**src/rtl/seq_serial_tx.sv**
```systemverilog
// seq_serial_tx -- MSB-first serial frame transmitter with an in-line
// "11011" pattern counter.
//
// A frame is launched from IDLE by start: data is loaded into the shift
// register and len (1..32; 0 and 33..63 mean 32) bits are sent, one per
// cycle, unless hold stalls the shifter. After the last bit the block spends
// one cycle in DONE (done=1) and then returns to IDLE. While bits are sent, a
// Mealy tracker counts overlapping "11011" occurrences within the frame.
//
// Ports:
//   clk         rising-edge clock
//   reset       asynchronous active-low reset
//   start       frame request, sampled only in IDLE
//   data[31:0]  frame payload, bit 31 sent first
//   len[5:0]    frame length in bits
//   hold        stall; freezes the shifter while in SHIFT
//   dout        serial bit (0 outside SHIFT)
//   dout_valid  dout carries a frame bit this cycle
//   busy        frame in progress (SHIFT or DONE)
//   done        one-cycle end-of-frame pulse
//   match_cnt   "11011" count for the current or most recent frame
module seq_serial_tx (
    input  logic        clk,
    input  logic        reset,
    input  logic        start,
    input  logic [31:0] data,
    input  logic [5:0]  len,
    input  logic        hold,
    output logic        dout,
    output logic        dout_valid,
    output logic        busy,
    output logic        done,
    output logic [3:0]  match_cnt
);

    typedef enum logic [1:0] {IDLE, SHIFT, DONE} state_t;

    // Tracker states name the longest received suffix that is a prefix of "11011".
    typedef enum logic [2:0] {P_NONE, P_1, P_11, P_110, P_1101} pat_t;

    state_t      state, state_nxt;
    pat_t        pat, pat_nxt;
    logic        pat_hit;
    logic [31:0] sreg;
    logic [5:0]  cnt;

    function automatic logic [5:0] eff_len(input logic [5:0] l);
        return ((l == 6'd0) || (l > 6'd32)) ? 6'd32 : l;
    endfunction

    function automatic logic [3:0] sat_inc(input logic [3:0] v);
        return (v == 4'd15) ? v : v + 4'd1;
    endfunction

    always_ff @(posedge clk or negedge reset) begin
        if (!reset) begin
            state <= IDLE;
        end else begin
            state <= state_nxt;
        end
    end

    always_comb begin
        state_nxt = state;
        case (state)
            IDLE:    if (start) state_nxt = SHIFT;
            SHIFT:   if (!hold && (cnt == 6'd1)) state_nxt = DONE;
            DONE:    state_nxt = IDLE;
            default: state_nxt = IDLE;
        endcase
    end

    always_comb begin
        dout       = (state == SHIFT) ? sreg[31] : 1'b0;
        dout_valid = (state == SHIFT) && !hold;
        busy       = (state == SHIFT) || (state == DONE);
        done       = (state == DONE);
    end

    // Pattern step on the bit currently presented; after a hit the trailing
    // "11" is kept so overlapping occurrences are counted.
    always_comb begin
        pat_nxt = P_NONE;
        pat_hit = 1'b0;
        case (pat)
            P_NONE:  pat_nxt = sreg[31] ? P_1 : P_NONE;
            P_1:     pat_nxt = sreg[31] ? P_11 : P_NONE;
            P_11:    pat_nxt = sreg[31] ? P_11 : P_110;
            P_110:   pat_nxt = sreg[31] ? P_1101 : P_NONE;
            P_1101: begin
                pat_nxt = sreg[31] ? P_11 : P_NONE;
                pat_hit = sreg[31];
            end
            default: pat_nxt = P_NONE;
        endcase
    end

    always_ff @(posedge clk or negedge reset) begin
        if (!reset) begin
            sreg      <= '0;
            cnt       <= '0;
            pat       <= P_NONE;
            match_cnt <= '0;
        end else if ((state == IDLE) && start) begin
            sreg      <= data;
            cnt       <= eff_len(len);
            pat       <= P_NONE;
            match_cnt <= '0;
        end else if (dout_valid) begin
            sreg <= {sreg[30:0], 1'b0};
            cnt  <= cnt - 6'd1;
            pat  <= pat_nxt;
            if (pat_hit) match_cnt <= sat_inc(match_cnt);
        end
    end

endmodule

```
**config.mk**
```make
export PLATFORM = sky130hd
export DESIGN_NAME = seq_serial_tx
export DESIGN_NICKNAME = d
export VERILOG_FILES = /design/src/rtl/seq_serial_tx.sv
export SDC_FILE = /design/constraint.sdc
export NUM_CORES = 1
export LEC_CHECK = 0
export ABC_AREA = 1
export CAP_MARGIN = 5
export CORE_MARGIN = 1
export CORE_UTILIZATION = 48
export DETAILED_ROUTE_END_ITERATION = 12
export DONT_BUFFER_PORTS = 1
export PLACE_DENSITY_LB_ADDON = 0.12
export SETUP_SLACK_MARGIN = 0.15
export SLEW_MARGIN = 30
export SYNTH_ARGS = -nofsm -noshare
export SYNTH_HDL_FRONTEND = slang
export SYNTH_SLANG_ARGS = --single-unit
```
**constraint.sdc**
```tcl
create_clock -name clk -period 1.33 [get_ports clk]
set_input_delay 0.133 -clock clk [delete_from_list [all_inputs] [get_ports clk]]
set_output_delay 0.133 -clock clk [all_outputs]
set_load 0.05 [all_outputs]
```
==> Word-level counts from Yosys, hierarchy flattened <==
Cells that the tools add are included.
{ "totals": {"reg_bits": 47, "in_bits": 42, "out_inout_bits": 8, "word_cells": 54} }
{ "classes": {"add_sub_neg": 2, "magnitude_cmp": 1, "eq_ne": 11, "n_mux": 21, "reduce_logical": 14} }
{ "op_table": {"columns": ["cell", "n"], "rows": [
  ["two-way mux 32 bit", 2],
  ["two-way mux 6 bit", 3],
  ["two-way mux 4 bit", 4],
  ["one-hot mux 3 bit (4 select lines)", 1],
  ["two-way mux 3 bit", 3],
  ["equality test 3 x 2 -> 1 bit, second input constant", 2],
  ["equality test 6 x 1 -> 1 bit, second input constant", 1],
  ["> comparator 6 bit, second input constant", 1],
  ["zero test 6 bit", 1],
  ["two-way mux 2 bit", 3],
  ["inequality test 2 bit, second input constant", 3],
  ["subtractor 6 x 1 -> 6 bit, second input constant", 1],
  ["adder 4 x 1 -> 4 bit, second input constant", 1],
  ["equality test 4 bit, second input constant", 1],
  ["two-way mux 1 bit", 4],
  ["one-hot mux 2 bit (2 select lines)", 1],
  ["nonzero test 2 bit", 2],
  ["equality test 3 x 1 -> 1 bit, second input constant", 1],
  ["equality test 3 bit, second input constant", 1],
  ["logical AND 1 bit", 3],
  ["zero test 3 bit", 1],
  ["AND reduction 3 bit", 1],
  ["equality test 2 x 1 -> 1 bit, second input constant", 1],
  ["equality test 2 bit, second input constant", 1],
  ["5 further kinds", 6]
]} }

==> Depth between registers and ports, before layout <==
Gate-level depths: netlist of the first run.
{ "logic_depth": {"ltp_word": 5, "ltp_mapped": 9, "ltp_nobuf": 8} }

==> Least setup slack after synthesis of the first run <==
No wires, ideal clock.
{ "synth_path": {"path_type": "register to register", "startpoint": "register match_cnt[0]", "endpoint": "register match_cnt[2]", "setup_time_ps": 83, "t_arrival_ps": 1344, "required_time_ps": 1247, "path_slack_ps": -96, "path_stages_with_launch": 6, "path_buffers": 0, "synth_period_minus_slack_ps": 1426, "cell_sequence": "dfrtp_1 > ha_1 > nand4_1 > nand3_4 > nand2_1 > o21ai_0"} }
{ "synth_between": {"elab_chain_len": 5, "word_cells_on_any_way": 8, "classes_between": "add/sub (1); eq/ne (2); mux (4); reduce/logical (1)"} }
{ "synth_lines": {"columns": ["element", "line_no", "source"], "rows": [
  ["start, declared", "33", "output logic [3:0] match_cnt"],
  ["start signal, assigned", "113", "if (pat_hit) match_cnt <= sat_inc(match_cnt);"],
  ["adder 4 x 1 -> 4 bit", "52", "return (v == 4'd15) ? v : v + 4'd1;"],
  ["two-way mux 4 bit", "52", null],
  ["two-way mux 4 bit", "113", null],
  ["two-way mux 4 bit", "109", "end else if (dout_valid) begin"],
  ["two-way mux 4 bit", "104", "end else if ((state == IDLE) && start) begin"]
]} }
Several ways; a longest one is shown, not always the timed one. The select of a mux whose other input is x is not followed.
A chain may end at the register's enable or synchronous reset.

==> Final worst setup path of the first run <==
{ "layout_path": {"startpoint": "register state[1]", "endpoint": "register sreg[21]"} }
{ "layout_between": {"elab_chain_len": 3, "word_cells_on_any_way": 6, "classes_between": "eq/ne (1); mux (1); reduce/logical (4)"} }
{ "layout_lines": {"columns": ["element", "line_no", "source"], "rows": [
  ["start, declared", "41", "state_t state, state_nxt;"],
  ["start signal, assigned", "59", "state <= state_nxt;"],
  ["equality test 2 x 1 -> 1 bit or zero test 2 bit (tied branches)", "75, 104", null],
  ["logical AND 1 bit (on tied branches)", "75, 104", null],
  ["nonzero test 2 bit (no source line) or two-way mux 32 bit (tied branches)", null, null],
  ["end signal, assigned", "105", "sreg <= data;"],
  ["end signal, assigned", "110", "sreg <= {sreg[30:0], 1'b0};"],
  ["end, declared", "44", "logic [31:0] sreg;"]
]} }
Several ways; a longest one is shown, not always the timed one.

==> impl_results.rst, run 1 <==
.. list-table::
   :header-rows: 1

   * - Metric
     - Value
   * - Insertion delay of the later-clocked pin in the worst-skew pair
     - 0.30 ns
   * - Startpoint of the most critical register-to-register path
     - state[1]$_DFFE_PN0P_
   * - Mapped cell area
     - 2440 um2
   * - Pin count of the biggest net entering global routing
     - 48
   * - FILL cells
     - 382
   * - Crit Path Class
     - reg -> reg
   * - Die boundary width
     - 73.4 um
   * - Post-CTS Hold Buffers
     - 32
   * - Cell at the root of the clock tree
     - sky130_fd_sc_hd__clkbuf_8
   * - Maximum buffer depth of the clock tree
     - 2
   * - Data arrival time of the worst path
     - 1.67 ns
   * - Part of the total power dissipated in combinational logic
     - 55.8%
   * - WL met3
     - 162 um
   * - Hold Worst Slack
     - -0.484 ns
   * - Drt total wl
     - 5.95 mm
   * - Final clock skew
     - 0.00666 ns
   * - Failing checks
     - hold timing, setup timing
   * - Die Ht
     - 73.4 um
   * - Number of slew-limit violations in the final report
     - 0
   * - Internal portion of total power
     - 4480 uW
   * - Global routing usage summed across all routing layers
     - 25.4%
   * - Rel. slew slack
     - 78.7%
   * - Worst setup path startpoint
     - state[1]$_DFFE_PN0P_
   * - Total via count in the routed design
     - 2146
   * - Type of the tightest min-delay check
     - in -> async
   * - Master of the slowest instance on the critical path
     - sky130_fd_sc_hd__dfrtp_1
   * - Critical path's largest stage delay
     - 0.40 ns
   * - Via count of the first global-routing pass
     - 2167
   * - Max rail drop VDD
     - 1.57 mV
   * - Router iterations before antenna repair
     - 4
   * - Post-synthesis sequential area ratio
     - 48.1%
   * - Result of the run
     - finished, violations left
   * - Syn nets
     - 336
   * - Min cycle time layout
     - 1.45 ns
   * - Final period util
     - 109%
   * - Count of routing violations after the opening detailed-route iteration
     - 153
   * - Area added between synthesis and finish
     - 44.4%
   * - Global-route wire length before repair
     - 10.2 mm
   * - Timing-limited maximum frequency
     - 0.692 GHz
   * - Flop-to-flop setup slack
     - -0.12 ns
   * - Ordered list of cells on the worst path
     - inv_2 > ha_4 > nand2_8 > inv_12 > nand2_8 > bufbuf_16 > o221ai_2
   * - Number of remaining DRC errors
     - 0
   * - Sinks on Clock Net
     - 47
   * - Most used flip-flop cell after synthesis
     - sky130_fd_sc_hd__dfrtp_1
   * - Effective utilization at floorplan
     - 50.8%
   * - Final count of hold timing violations
     - 47
   * - Reg clk slew, reported paths
     - 0.10 ns
   * - Core Box Area
     - 4820 um2
   * - TritonCTS buffer count
     - 5
   * - Max cap viols
     - 0
   * - Final RePlAce weighted congestion
     - 0.803
   * - Yosys warning total
     - 0
   * - Setup violators final
     - 25
   * - Proportion of power drawn by flip-flops and latches
     - 31.9%
   * - Met2 layer wire length in the routed design
     - 2.90 mm
   * - RSZ-0062 raised after global routing
     - yes
   * - CTS tree
     - done
   * - Number of enable-type register cells in the synthesized netlist
     - 0
   * - Share of cells above drive strength 1
     - 24.7%
   * - Maximum fanout along the worst path
     - 9
   * - Reported net switching power
     - 3150 uW
   * - Most repeated library cell on the critical path
     - sky130_fd_sc_hd__nand2_8
   * - Switching part of the total
     - 41.3%
   * - Detailed Place HPWL
     - 3.76 mm
   * - Most instantiated cells after synthesis
     - 81 x sky130_fd_sc_hd__nand2_1, 47 x sky130_fd_sc_hd__dfrtp_1, 37 x sky130_fd_sc_hd__inv_1
   * - Leading post-synthesis cells by cell area
     - sky130_fd_sc_hd__dfrtp_1 48%, sky130_fd_sc_hd__nand2_1 12%, sky130_fd_sc_hd__nand3_1 5.7%
   * - Clk network pwr share
     - 12.3%
   * - Worst path setup slack after routing
     - -0.116 ns
   * - Cell taking the most area after synthesis
     - sky130_fd_sc_hd__dfrtp_1
   * - Congestion Overflow GR
     - 0
   * - Count of buffer and inverter cells on the critical path
     - 3
   * - Total number of nets in the final design
     - 397
   * - Number of inserted diodes
     - 0
   * - Highest routed layer
     - met4
   * - Total leakage power
     - 0.00162 uW
   * - Rows
     - 25
   * - Boundary Pins
     - 50
   * - Areal power density over the cells
     - 2160 nW/um2
   * - Fraction of registers with async set/reset
     - 100%
   * - Pin slew with the least headroom to its limit
     - 0.318 ns
   * - Per-instance average area after synthesis
     - 8.55 um2
   * - Cell count after synthesis
     - 286
   * - DR WL/cell
     - 14.3 um
   * - Number of distinct library cells after synthesis
     - 23
   * - Setup crit start kind
     - flop
   * - Initial antenna violation count
     - 0
   * - Number of port buffers
     - 0
   * - # H-tree levels
     - 2
   * - Data required time at the worst endpoint
     - 1.56 ns
   * - Most used standard cell by instance count after synthesis
     - sky130_fd_sc_hd__nand2_1
   * - Average vias per placed instance
     - 5.17
   * - Delay-heaviest family, CP
     - buffers and inverters
   * - Residual antenna-violating net count after detailed routing
     - 0
   * - Type of destination of the critical path
     - flop
   * - Total of flip-flops plus latches after synthesis
     - 47
   * - Worst setup timing slack at the placement stage
     - -0.0288 ns
   * - Power consumption
     - 7630 uW
   * - Area share of the largest cell type after synthesis
     - 48.1%
   * - Die area
     - 5380 um2
   * - Met1 WL
     - 2.78 mm
==> sequential cells by signal, summed over array words and instances (netlist names) <==
register and count:
pat 3, state 2, sreg 32, cnt 6, match_cnt 4
==> timing repair <==
action | CTS | global route
buffers inserted | 4 | 2
cloned | 3 | 0
setup endpoints to repair | 49 | 51
gates resized for setup | 23 | 9
endpoints found under the hold margin | 79 | 47
pin swaps | 5 | 0
==> cells in the final DEF (no fill, tap or decap), types with 2 or more instances in the layout <==
master | Yosys | final
sky130_fd_sc_hd__ha_1 | 8 | 3
sky130_fd_sc_hd__nor2_1 | 18 | 17
sky130_fd_sc_hd__xor2_1 | 2 | 2
sky130_fd_sc_hd__a21oi_1 | 5 | 4
sky130_fd_sc_hd__nand3_2 | 0 | 5
sky130_fd_sc_hd__inv_1 | 37 | 34
sky130_fd_sc_hd__buf_6 | 6 | 3
sky130_fd_sc_hd__inv_2 | 3 | 3
sky130_fd_sc_hd__o211ai_1 | 8 | 8
sky130_fd_sc_hd__buf_8 | 0 | 2
sky130_fd_sc_hd__o21ai_2 | 0 | 2
sky130_fd_sc_hd__dlygate4sd3_1 | 0 | 32
sky130_fd_sc_hd__buf_12 | 0 | 7
sky130_fd_sc_hd__dfrtp_2 | 0 | 2
sky130_fd_sc_hd__ha_4 | 0 | 3
sky130_fd_sc_hd__dfrtp_1 | 47 | 45
sky130_fd_sc_hd__clkbuf_8 | 0 | 6
sky130_fd_sc_hd__o21ai_1 | 0 | 3
sky130_fd_sc_hd__nand4_1 | 5 | 5
sky130_fd_sc_hd__buf_4 | 3 | 17
sky130_fd_sc_hd__nand2_1 | 81 | 80
sky130_fd_sc_hd__nand3_1 | 28 | 23
sky130_fd_sc_hd__o21ai_0 | 8 | 3
sky130_fd_sc_hd__bufbuf_16 | 0 | 3
sky130_fd_sc_hd__nand2_8 | 0 | 4
sky130_fd_sc_hd__ha_2 | 0 | 2
sky130_fd_sc_hd__o221ai_2 | 0 | 15
==> power by group through the flow <==
stage / clock network, uW / logic, uW / registers (uW)
2_1_floorplan: 0 / 2600 / 2500
3_3_place_gp: 0 / 3500 / 2420
3_5_place_dp: 0 / 3560 / 2430
4_1_cts: 948 / 4130 / 2410
5_1_grt: 1010 / 4670 / 2500
6_report: 940 / 4250 / 2430
==> per-stage QoR <==
step                      TNS, ns  std cells  hold slack (ns)  util, %  area (um2)
after floorplan                 0        286           -0.163        -        2610
after global placement          0        366           -0.161     59.0        2840
after detailed placement  -0.0709        366           -0.161     59.0        2840
after CTS                   -1.80        413           -0.491     72.1        3470
after global routing        -4.44        415           -0.510     73.3        3530
final                       -1.65        415           -0.484     73.3        3530
==> path summary, 6_finish.rpt <==
kind,cells after the start,to
max in group asynchronous,0,pat[1]$_DFFE_PN0P_
worst max register to register,7,sreg[21]$_DFFE_PN0P_
worst min-delay path,0,sreg[3]$_DFFE_PN0P_
min in group clk,2,cnt[3]$_DFFE_PN0P_
worst max-delay path,7,sreg[21]$_DFFE_PN0P_
worst min register to register,2,sreg[8]$_DFFE_PN0P_
==> layer usage <==
metal / vias up / global-route usage [%]
met5: - / 0
met4: 0 / 7.05
met3: 11 / 4.66
met2: 40 / 41.7
met1: 1033 / 34.7
li1: 1062 / -
==> logic make-up after synthesis <==
family,count (synthesis),share of synthesized area (%)
buf+inv,51,10.4
simple gates,139,25.2
fa+ha+maj,8,4.09
flops,47,48.1
compound gates,39,11.5
xor+xnor,2,0.717
==> area by class of cell <==
cell class / count / area (um2) / share of cell area [%]
Clock buffer: 6 / 82.6 / 2.34
Multi-Input combinational cell: 188 / 1240 / 35.1
Sequential cell: 47 / 1180 / 33.4
Timing Repair Buffer: 64 / 749 / 21.2
Inverter: 41 / 181 / 5.14
Tap cell: 67 / 83.8 / 2.37
Clock inverter: 2 / 16.3 / 0.461
Note: power is estimated with default switching activity, not from simulation.
==> inputs of run 2 (changes only) <==
--- a/config.mk
+++ b/config.mk
@@ -13,6 +13,7 @@
 export DONT_BUFFER_PORTS = 1
 export PLACE_DENSITY_LB_ADDON = 0.12
 export SETUP_SLACK_MARGIN = 0.15
+export SKIP_LAST_GASP = 1
 export SLEW_MARGIN = 30
 export SYNTH_ARGS = -nofsm -noshare
 export SYNTH_HDL_FRONTEND = slang
==> constraint.sdc (replaced) <==
create_clock -name clk -period 1.33 [get_ports clk]
set_input_delay 0.0665 -clock clk [delete_from_list [all_inputs] [get_ports clk]]
set_output_delay 0.0665 -clock clk [all_outputs]
set_load 0.05 [all_outputs]
==> run 2 against run 1 <==
Compared with the run above: the run still ends with hold timing, setup timing left; core utilization is 1.3 points higher; sequential power hardly changed; routed wire length is 2.2% lower; final cell count is 0.72% higher; critical path depth is 1 higher; clock skew is 0.00068 ns lower; die area stayed put; via count is 0.84% lower; power is 0.80% higher; fmax is 4.6% higher; largest cell class unchanged; largest power group unchanged.
==> impl_results.rst, run 2 (synthesized netlist as in run 1, its figures left out) <==
.. list-table::
   :header-rows: 1

   * - Metric
     - Value
   * - Final count of hold timing violations
     - 47 (unchanged)
   * - Timing-limited maximum frequency
     - 0.724 GHz (was 0.692 GHz)
   * - Area added between synthesis and finish
     - 47.0% (was 44.4%)
   * - Die boundary width
     - 73.4 um (unchanged)
   * - Rel. slew slack
     - 75.8% (was 78.7%)
   * - Congestion Overflow GR
     - 0 (unchanged)
   * - Highest routed layer
     - met4 (unchanged)
   * - Number of inserted diodes
     - 0 (unchanged)
   * - Global routing usage summed across all routing layers
     - 22.5% (was 25.4%)
   * - Switching part of the total
     - 41.3% (about the same)
   * - Worst setup timing slack at the placement stage
     - -0.0210 ns (was -0.0288 ns)
   * - Most used cells in the layout excluding fill and tap cells
     - 75 x sky130_fd_sc_hd__nand2_1, 45 x sky130_fd_sc_hd__dfrtp_1, 35 x sky130_fd_sc_hd__dlygate4sd3_1, 34 x sky130_fd_sc_hd__inv_1, 20 x sky130_fd_sc_hd__nand3_1 (was 80 x sky130_fd_sc_hd__nand2_1, 45 x sky130_fd_sc_hd__dfrtp_1, 34 x sky130_fd_sc_hd__inv_1, 32 x sky130_fd_sc_hd__dlygate4sd3_1, 23 x sky130_fd_sc_hd__nand3_1)
   * - Number of port buffers
     - 0 (unchanged)
   * - Met2 layer wire length in the routed design
     - 2.78 mm (was 2.90 mm)
   * - Sinks on Clock Net
     - 47 (unchanged)
   * - Largest Register
     - sreg (unchanged)
   * - Commonest non-fill, non-tap cell in the layout
     - sky130_fd_sc_hd__nand2_1 (unchanged)
   * - Boundary Pins
     - 50 (unchanged)
   * - Core Box Area
     - 4820 um2 (unchanged)
   * - RSZ-0062 raised after global routing
     - yes (unchanged)
   * - Total via count in the routed design
     - 2128 (was 2146)
   * - Clk network pwr share
     - 13.5% (was 12.3%)
   * - Total number of nets in the final design
     - 401 (was 397)
   * - Areal power density over the cells
     - 2140 nW/um2 (was 2160 nW/um2)
   * - Total leakage power
     - 0.00168 uW (was 0.00162 uW)
   * - Average vias per placed instance
     - 5.09 (was 5.17)
   * - Rows
     - 25 (unchanged)
   * - Max rail drop VDD
     - 1.60 mV (was 1.57 mV)
   * - Pin slew with the least headroom to its limit
     - 0.362 ns (was 0.318 ns)
   * - Largest register FFs
     - 32 (unchanged)
   * - Final clock skew
     - 0.00598 ns (was 0.00666 ns)
   * - Setup crit start kind
     - flop (unchanged)
   * - Pin count of the biggest net entering global routing
     - 48 (unchanged)
   * - Failing checks
     - hold timing, setup timing (unchanged)
   * - # H-tree levels
     - 2 (unchanged)
   * - Share of cells above drive strength 1
     - 24.5% (was 24.7%)
   * - Effective utilization at floorplan
     - 50.8% (unchanged)
   * - Type of destination of the critical path
     - flop (unchanged)
   * - Final period util
     - 104% (was 109%)
   * - Util after Layout
     - 74.6% (was 73.3%)
   * - Post-CTS Hold Buffers
     - 35 (was 32)
   * - WL met3
     - 211 um (was 162 um)
   * - DR WL/cell
     - 13.9 um (was 14.3 um)
   * - Max cap viols
     - 0 (unchanged)
   * - Reg2reg end
     - sreg[30]$_DFFE_PN0P_ (was sreg[21]$_DFFE_PN0P_)
   * - Residual antenna-violating net count after detailed routing
     - 0 (unchanged)
   * - Hold Worst Slack
     - -0.546 ns (was -0.484 ns)
   * - Data arrival time of the worst path
     - 1.56 ns (was 1.67 ns)
   * - Number of remaining DRC errors
     - 0 (unchanged)
   * - Met1 WL
     - 2.75 mm (was 2.78 mm)
   * - Initial antenna violation count
     - 0 (unchanged)
   * - Flop-to-flop setup slack
     - -0.05 ns (was -0.12 ns)
   * - Cells on worst reg2reg path
     - 8 (was 7)
   * - Min cycle time layout
     - 1.38 ns (was 1.45 ns)
   * - Part of the total power dissipated in combinational logic
     - 54.8% (was 55.8%)
   * - Setup violators final
     - 31 (was 25)
   * - Data required time at the worst endpoint
     - 1.51 ns (was 1.56 ns)
   * - Internal portion of total power
     - 4510 uW (was 4480 uW)
   * - Crit Path Class
     - reg -> reg (unchanged)
   * - Die Ht
     - 73.4 um (unchanged)
   * - Cell at the root of the clock tree
     - sky130_fd_sc_hd__clkbuf_8 (unchanged)
   * - Number of slew-limit violations in the final report
     - 0 (unchanged)
   * - Router iterations before antenna repair
     - 4 (unchanged)
   * - Startpoint of the most critical register-to-register path
     - state[0]$_DFFE_PN0P_ (was state[1]$_DFFE_PN0P_)
   * - Final RePlAce weighted congestion
     - 0.808 (was 0.803)
   * - Worst path setup slack after routing
     - -0.0521 ns (was -0.116 ns)
   * - Worst setup path startpoint
     - state[0]$_DFFE_PN0P_ (was state[1]$_DFFE_PN0P_)
   * - Insertion delay of the later-clocked pin in the worst-skew pair
     - 0.30 ns (about the same)
   * - TritonCTS buffer count
     - 5 (unchanged)
   * - Reported net switching power
     - 3180 uW (was 3150 uW)
   * - Maximum fanout along the worst path
     - 7 (was 9)
   * - Type of the tightest min-delay check
     - in -> async (unchanged)
   * - Detailed Place HPWL
     - 3.72 mm (was 3.76 mm)
   * - Capturing instance or port of the critical path
     - sreg[30]$_DFFE_PN0P_ (was sreg[21]$_DFFE_PN0P_)
   * - Largest registers
     - sreg (32), cnt (6), match_cnt (4) (unchanged)
   * - Maximum buffer depth of the clock tree
     - 2 (unchanged)
   * - Drt total wl
     - 5.82 mm (was 5.95 mm)
   * - Proportion of power drawn by flip-flops and latches
     - 31.8% (was 31.9%)
   * - Result of the run
     - finished, violations left (unchanged)
   * - Die area
     - 5380 um2 (unchanged)
   * - Reg clk slew, reported paths
     - 0.09 ns (was 0.10 ns)
   * - Count of routing violations after the opening detailed-route iteration
     - 79 (was 153)
   * - CTS tree
     - done (unchanged)
   * - Global-route wire length before repair
     - 9.07 mm (was 10.2 mm)
   * - Via count of the first global-routing pass
     - 1958 (was 2167)
run 2: critical path, cell delays in order (launching register included):
cell                       delay, ns
sky130_fd_sc_hd__dfrtp_1        0.41
sky130_fd_sc_hd__buf_6          0.13
sky130_fd_sc_hd__ha_4           0.17
sky130_fd_sc_hd__nand2_8        0.10
sky130_fd_sc_hd__inv_12         0.05
sky130_fd_sc_hd__nand2_8        0.13
sky130_fd_sc_hd__clkinv_8       0.09
sky130_fd_sc_hd__nand2_1        0.07
sky130_fd_sc_hd__o211ai_1       0.10
run 2: how the worst min path moves through the flow:
stage / from / to / slack (ns) / cells past startpoint
6_report: reset / sreg[9]$_DFFE_PN0P_ / -0.55 / 0
4_1_cts: reset / sreg[3]$_DFFE_PN0P_ / -0.56 / 0
5_1_grt: reset / sreg[15]$_DFFE_PN0P_ / -0.57 / 0
2_1_floorplan: reset / cnt[0]$_DFFE_PN0P_ / -0.23 / 0
3_3_place_gp: reset / match_cnt[3]$_DFFE_PN0P_ / -0.23 / 0
3_5_place_dp: reset / match_cnt[0]$_DFFE_PN0P_ / -0.23 / 0
run 2: power groups by stage:
stage          Sequential, uW  Clock [uW]  Combinational, uW
4_1_cts                  2400        1050               3820
3_3_place_gp             2410           0               3480
6_report                 2440        1040               4210
3_5_place_dp             2420           0               3530
2_1_floorplan            2500           0               2600
5_1_grt                  2500        1110               4600
run 2: what timing repair did:
item                                    4_1_cts  5_1_grt
pin swaps                                     5        6
hold endpoints to repair                     83       47
setup buffers                                 3        4
cloned                                        1        2
endpoints found under the setup margin       49       51
gates resized for setup                      16       31
run 2: per-layer routing:
metal / vias up / global-route usage [%]
li1: 1073 / -
met1: 1000 / 31.5
met2: 45 / 35.3
met3: 10 / 4.66
met4: 0 / 6.84
met5: - / 0
run 2: cell type report:
cell class                      count  area, um2
Clock inverter                      2       37.5
Sequential cell                    47       1180
Timing Repair Buffer               67        758
Clock buffer                        5       68.8
Inverter                           41        191
Timing Repair inverter              1       11.3
Multi-Input combinational cell    188       1260
Fill cell                         341       1220
Tap cell                           67       83.8
run 2: metrics by stage:
step                      power (uW)  cells  cell area (um2)  setup TNS (ns)
final                           7690    418             3590          -0.860
after CTS                       7270    412             3380          -0.349
after global placement          5890    366             2830               0
after floorplan                 5100    286             2610               0
after global routing            8210    418             3590           -3.13
after detailed placement        5960    366             2830         -0.0586
